## src/rtl/rename_reg_file.sv

```systemverilog
// Rename register file: 32 x 32-bit architectural registers, each carrying a
// busy bit and the ROB tag of its pending producer. NUM_RD read ports answer
// one cycle after the request with the pre-issue view of the register state.
// Optional feature: define RENAME_REG_FILE_BYPASS_EN to forward a same-cycle
// commit (data and busy-clear) into the read response.
module rename_reg_file #(
    parameter int ROB_WIDTH = 3,
    parameter int RS_WIDTH  = 2,
    parameter int NUM_RD    = 2
) (
    input  logic                          clk_in,
    input  logic                          rst_in,
    input  logic                          rdy_in,
    input  logic                          issue_valid,
    input  logic [4:0]                    issue_rd,
    input  logic [ROB_WIDTH-1:0]          issue_tag,
    input  logic [NUM_RD-1:0]             rd_req,
    input  logic [NUM_RD*5-1:0]           rd_addr,
    input  logic [RS_WIDTH-1:0]           rd_index,
    input  logic                          commit_valid,
    input  logic [4:0]                    commit_rd,
    input  logic [ROB_WIDTH-1:0]          commit_tag,
    input  logic [31:0]                   commit_data,
    input  logic                          flush,
    output logic [NUM_RD-1:0]             rd_resp_valid,
    output logic [NUM_RD-1:0]             rd_resp_busy,
    output logic [NUM_RD*ROB_WIDTH-1:0]   rd_resp_tag,
    output logic [NUM_RD*32-1:0]          rd_resp_data,
    output logic [RS_WIDTH-1:0]           rd_resp_index
);

    // Architectural state
    logic [31:0]          r_data [32];
    logic                 r_busy [32];
    logic [ROB_WIDTH-1:0] r_tag  [32];

    // Response registers
    logic [NUM_RD-1:0]           r_resp_valid;
    logic [NUM_RD-1:0]           r_resp_busy;
    logic [NUM_RD*ROB_WIDTH-1:0] r_resp_tag;
    logic [NUM_RD*32-1:0]        r_resp_data;
    logic [RS_WIDTH-1:0]         r_resp_index;

    // Per-port lookup of the current state
    logic [31:0]          w_rd_data [NUM_RD];
    logic                 w_rd_busy [NUM_RD];
    logic [ROB_WIDTH-1:0] w_rd_tag  [NUM_RD];

    // Register update: issue renames, commit writes data and retires matching tags, flush clears busy
    // NOTE: the whole array sits under the async reset because all data, busy and tag bits must
    // clear on reset; this rules out a RAM macro, which is acceptable at 32 entries.
    always_ff @(posedge clk_in or posedge rst_in) begin
        if (rst_in) begin
            for (int i = 0; i < 32; i++) begin
                r_data[i] <= '0;
                r_busy[i] <= 1'b0;
                r_tag[i]  <= '0;
            end
        end else if (rdy_in) begin
            // x0 (i = 0) is never written, so it always reads zero and never busy
            for (int i = 1; i < 32; i++) begin
                if (commit_valid && commit_rd == 5'(i))
                    r_data[i] <= commit_data;
                if (flush)
                    r_busy[i] <= 1'b0;
                else if (issue_valid && issue_rd == 5'(i)) begin
                    // issue wins over a same-cycle commit to the same register
                    r_busy[i] <= 1'b1;
                    r_tag[i]  <= issue_tag;
                end else if (commit_valid && commit_rd == 5'(i) && r_busy[i] && r_tag[i] == commit_tag)
                    r_busy[i] <= 1'b0;
            end
        end
    end

    // Read lookup: pre-issue state, optionally with the same-cycle commit forwarded
    // NOTE: every output of this block gets a default before any condition so no latch is inferred.
    always_comb begin
        for (int p = 0; p < NUM_RD; p++) begin
            w_rd_data[p] = r_data[rd_addr[5*p +: 5]];
            w_rd_busy[p] = r_busy[rd_addr[5*p +: 5]];
            w_rd_tag[p]  = r_tag[rd_addr[5*p +: 5]];
`ifdef RENAME_REG_FILE_BYPASS_EN
            if (commit_valid && commit_rd != 5'd0 && commit_rd == rd_addr[5*p +: 5]) begin
                w_rd_data[p] = commit_data;
                if (w_rd_busy[p] && w_rd_tag[p] == commit_tag)
                    w_rd_busy[p] = 1'b0;
            end
`endif
        end
    end

    // Response pipeline: one-cycle valid pulse per port, payload captured on request
    // NOTE: sequential state uses non-blocking assignments so every register samples pre-edge values.
    always_ff @(posedge clk_in or posedge rst_in) begin
        if (rst_in) begin
            r_resp_valid <= '0;
            r_resp_busy  <= '0;
            r_resp_tag   <= '0;
            r_resp_data  <= '0;
            r_resp_index <= '0;
        end else if (!rdy_in) begin
            r_resp_valid <= '0;
        end else begin
            r_resp_valid <= rd_req;
            for (int p = 0; p < NUM_RD; p++) begin
                if (rd_req[p]) begin
                    r_resp_busy[p]                       <= w_rd_busy[p];
                    r_resp_tag[p*ROB_WIDTH +: ROB_WIDTH] <= w_rd_tag[p];
                    r_resp_data[p*32 +: 32]              <= w_rd_data[p];
                end
            end
            if (|rd_req)
                r_resp_index <= rd_index;
        end
    end

    assign rd_resp_valid = r_resp_valid;
    assign rd_resp_busy  = r_resp_busy;
    assign rd_resp_tag   = r_resp_tag;
    assign rd_resp_data  = r_resp_data;
    assign rd_resp_index = r_resp_index;

endmodule

```

## config.mk

```make
export PLATFORM = sky130hd
export DESIGN_NAME = rename_reg_file
export DESIGN_NICKNAME = d
export VERILOG_FILES = /design/src/rtl/rename_reg_file.sv
export SDC_FILE = /design/constraint.sdc
export NUM_CORES = 2
export LEC_CHECK = 0
export BUFFER_PORTS_ARGS = -buffer_cell sky130_fd_sc_hd__buf_2
export CAP_MARGIN = 20
export CORE_ASPECT_RATIO = 0.75
export CORE_MARGIN = 10
export CORE_UTILIZATION = 32
export DETAILED_ROUTE_END_ITERATION = 12
export PLACE_DENSITY = 0.55
export SYNTH_ARGS = -nofsm -noshare
export SYNTH_HDL_FRONTEND = slang
export SYNTH_SLANG_ARGS = --single-unit
```

## constraint.sdc

```tcl
create_clock -name clk_in -period 33.4 [get_ports clk_in]
set_clock_uncertainty 0.1 [all_clocks]
set_input_delay 1.67 -clock clk_in [delete_from_list [all_inputs] [get_ports clk_in]]
set_output_delay 1.67 -clock clk_in [all_outputs]
set_load 0.05 [all_outputs]
```

==> results.py <==
metrics = {
    "placement": {
        "place.port_buffers": 143,
        "dp_hpwl_um": 119700,
        "gp_congestion": 0.8090,
    },
    "sta": {
        "holdWs_ns": 0.3614,
        "setup_viol": 0,
        "slew_headroom_pct": 23.96,
        "finalCritPeriodShare_pct": 18.80,
        "rsz0062_at_grt": "no",
        "worst_slew_pin_slew_ns": 1.141,
        "setup_tns_ns": 0,
        "fin_crit_ns": 6.278,
        "max_freq_mhz": 159.3,
        "maxSlewViolCount": 0,
        "hold_violations": 0,
    },
    "pwr": {
        "p_leak_nw": 31.58,
        "power_density_nw_per_um2": 55.79,
        "ir_drop_mv": 0.05577,
    },
    "yosys": {
        "syn_nets": 4636,
        "synth_area_leader_cell": "dfrtp_1",
        "synth_area_leaders": "dfrtp_1, mux2_2, mux4_2, mux2i_1, clkbuf_1",
        "ys_seq_area_share_pct": 46.83,
        "synth_edf_count": 0,
        "syn_area_per_cell_sq_um": 13.94,
        "synth_most_common_cell": "mux2_2",
        "syn-instance-count": 4568,
        "synth_top_area_share_pct": 46.83,
        "synth_flop_cell": "dfrtp_1",
        "async_flop_share_pct": 100.0,
        "syn_area_sq_um": 63700,
        "ys_seq_elements": 1192,
        "synth_cell_types": 45,
        "ys_warn_count": 36,
        "synth_common_cells": "mux2_2, dfrtp_1, mux4_2",
    },
    "route": {
        "wl_per_cell_um": 30.47,
        "via_count": 42303,
        "drc": 0,
        "drt_first_iter_violations": 4035,
        "ant_nets": 0,
        "routed_wl_um": 220300,
        "drt_pre_antenna_iters": 5,
        "viasPerCell": 5.853,
    },
    "global_route": {
        "grt_max_degree": 180,
        "antenna_found_initial": 21,
        "grt_pass1_wl_um": 317900,
        "grtUsageTotal_pct": 19.77,
        "grt_overflow_total": 0,
        "grt_pass1_vias": 42733,
    },
    "die": {
        "io_pins": 144,
        "die_area_sq_um": 217500,
        "fp-row-count": 141,
        "dieWidth_um": 535.2,
        "core_area_sq_um": 197400,
        "start_util_pct": 32.27,
        "die_h_um": 406.4,
    },
    "setup_path": {
        "worstSetupPathType": "in -> async",
        "start_kind": "primary input",
        "crit_required_ns": 34.22,
        "cp-end-kind": "asynchronous set/reset pin",
        "critPathMaxFanout": 122,
        "arrival_ns": 7.10,
    },
    "layout": {
        "syn2layout_area_growth_pct": 12.03,
        "fillers": 18829,
        "drive_gt1_share_pct": 46.75,
        "layout.nets": 4542,
    },
    "cts": {
        "clkTransAtPathRegs_ns": 0.06,
        "cts_tree": "done",
        "postCtsSetupRepairBufs": 0,
        "cts_resized": 0,
        "clockBufferDepth": 3,
        "htreeDepth": 4,
        "clkLatencyLatePin_ns": 0.79,
        "clock-root-buffer": "clkbuf_16",
        "cts_sinks": 1192,
        "hold_buffers": 0,
        "cts_buffers": 135,
    },
    "run_status": {
        "outcome": "finished clean",
    },
    "min_path": {
        "min_path_type": "reg -> reg",
    },
    "flow_run": {
        "cap_violations": 0,
    },
}
cells by family after synthesis:
group           count (synthesis)  share of synthesized area [%]
buf+inv                       478                          3.274
simple gates                  404                          2.903
compound gates                555                          5.942
xor+xnor                       93                          1.279
flops                        1192                          46.83
mux                          1846                          39.77
worst max-delay path, stage by stage:
cell        delay, ns
buf_2            0.11
clkinvlp_4       0.49
buf_4            0.85
buf_4            0.80
buf_4            0.78
buf_12           0.52
buf_4            0.86
buf_4            0.39
buf_16           0.33
through the flow:
| step | total power [mW] | instance area [sq um] | cells | util, % | worst slack, ns |
|---|---|---|---|---|---|
| 2_1_floorplan | 2.283 | 63700 | 4568 | - | 15.17 |
| 3_3_place_gp | 2.458 | 66770 | 6977 | 33.82 | 25.69 |
| 3_5_place_dp | 2.477 | 66790 | 6979 | 33.83 | 25.60 |
| 4_1_cts | 4.010 | 71290 | 7222 | 36.11 | 26.45 |
| 5_1_grt | 4.140 | 71360 | 7226 | 36.15 | 26.39 |
| 6_report | 3.981 | 71360 | 7228 | 36.15 | 27.12 |
state kept, by name, summed over array words and instances (netlist names):
register,cells
r_busy,31
rd_resp_busy,2
rd_resp_tag,6
r_data,992
rd_resp_data,64
rd_resp_valid,2
r_tag,93
rd_resp_index,2
metal layers:
layer | up-vias | wire [um] | track usage (%) | part of all wire (%)
li1 | 17289 | - | - | -
met1 | 23187 | 99160 | 28.02 | 45
met2 | 1484 | 101100 | 31.03 | 46
met3 | 337 | 13510 | 3.447 | 6.1
met4 | 6 | 6455 | 5.816 | 2.9
met5 | - | 51 | 0 | 0.023
power breakdown:
| part | switching [mW] | internal, mW | leakage, nW |
|---|---|---|---|
| Clock | 0.636 | 0.890 | 2.21 |
| Combinational | 0.336 | 0.345 | 13.5 |
| Sequential | 0.144 | 1.63 | 15.8 |
worst paths after layout:
| check | start | to | slack (ns) | depth (start not counted) |
|---|---|---|---|---|
| min in group asynchronous | rst_in | rd_resp_data[63] | 0.91 | 2 |
| worst min register to register | rd_resp_data[13] | rd_resp_data[13] | 0.36 | 2 |
| worst max register to register | r_tag[31] | rd_resp_tag[4] | 31.23 | 5 |
| worst min-delay path | rd_resp_data[13] | rd_resp_data[13] | 0.36 | 2 |
| max in group clk_in | rd_addr[5] | rd_resp_tag[5] | 28.27 | 9 |
| worst max-delay path | rst_in | r_data[176] | 27.12 | 9 |
area by class of cell:
type,count,area [sq um],area share [%]
Multi-Input combinational cell,2898,32060,44.93
Clock inverter,49,529.3,0.7417
Sequential cell,1192,29830,41.80
Inverter,6,26.28,0.03682
Timing Repair Buffer,241,1629,2.283
Tap cell,2645,3309,4.638
Antenna cell,3,7.507,0.01052
Clock buffer,194,3968,5.560
layout by cell type, fill, tap and decap left out, drive strengths merged, types with 48 or more instances in the layout:
master	synthesis	final
mux2	1211	1211
dfrtp	1192	1192
mux4	427	427
buf	210	241
mux2i	208	208
clkbuf	262	194
nand2	154	154
a21oi	136	136
a22oi	90	90
nor2	86	86
xor2	66	66
o21ai	58	58
o22ai	55	55
a211oi	54	54
nor2b	54	54
nor3	48	48
Power figures use the tool's default switching activity.
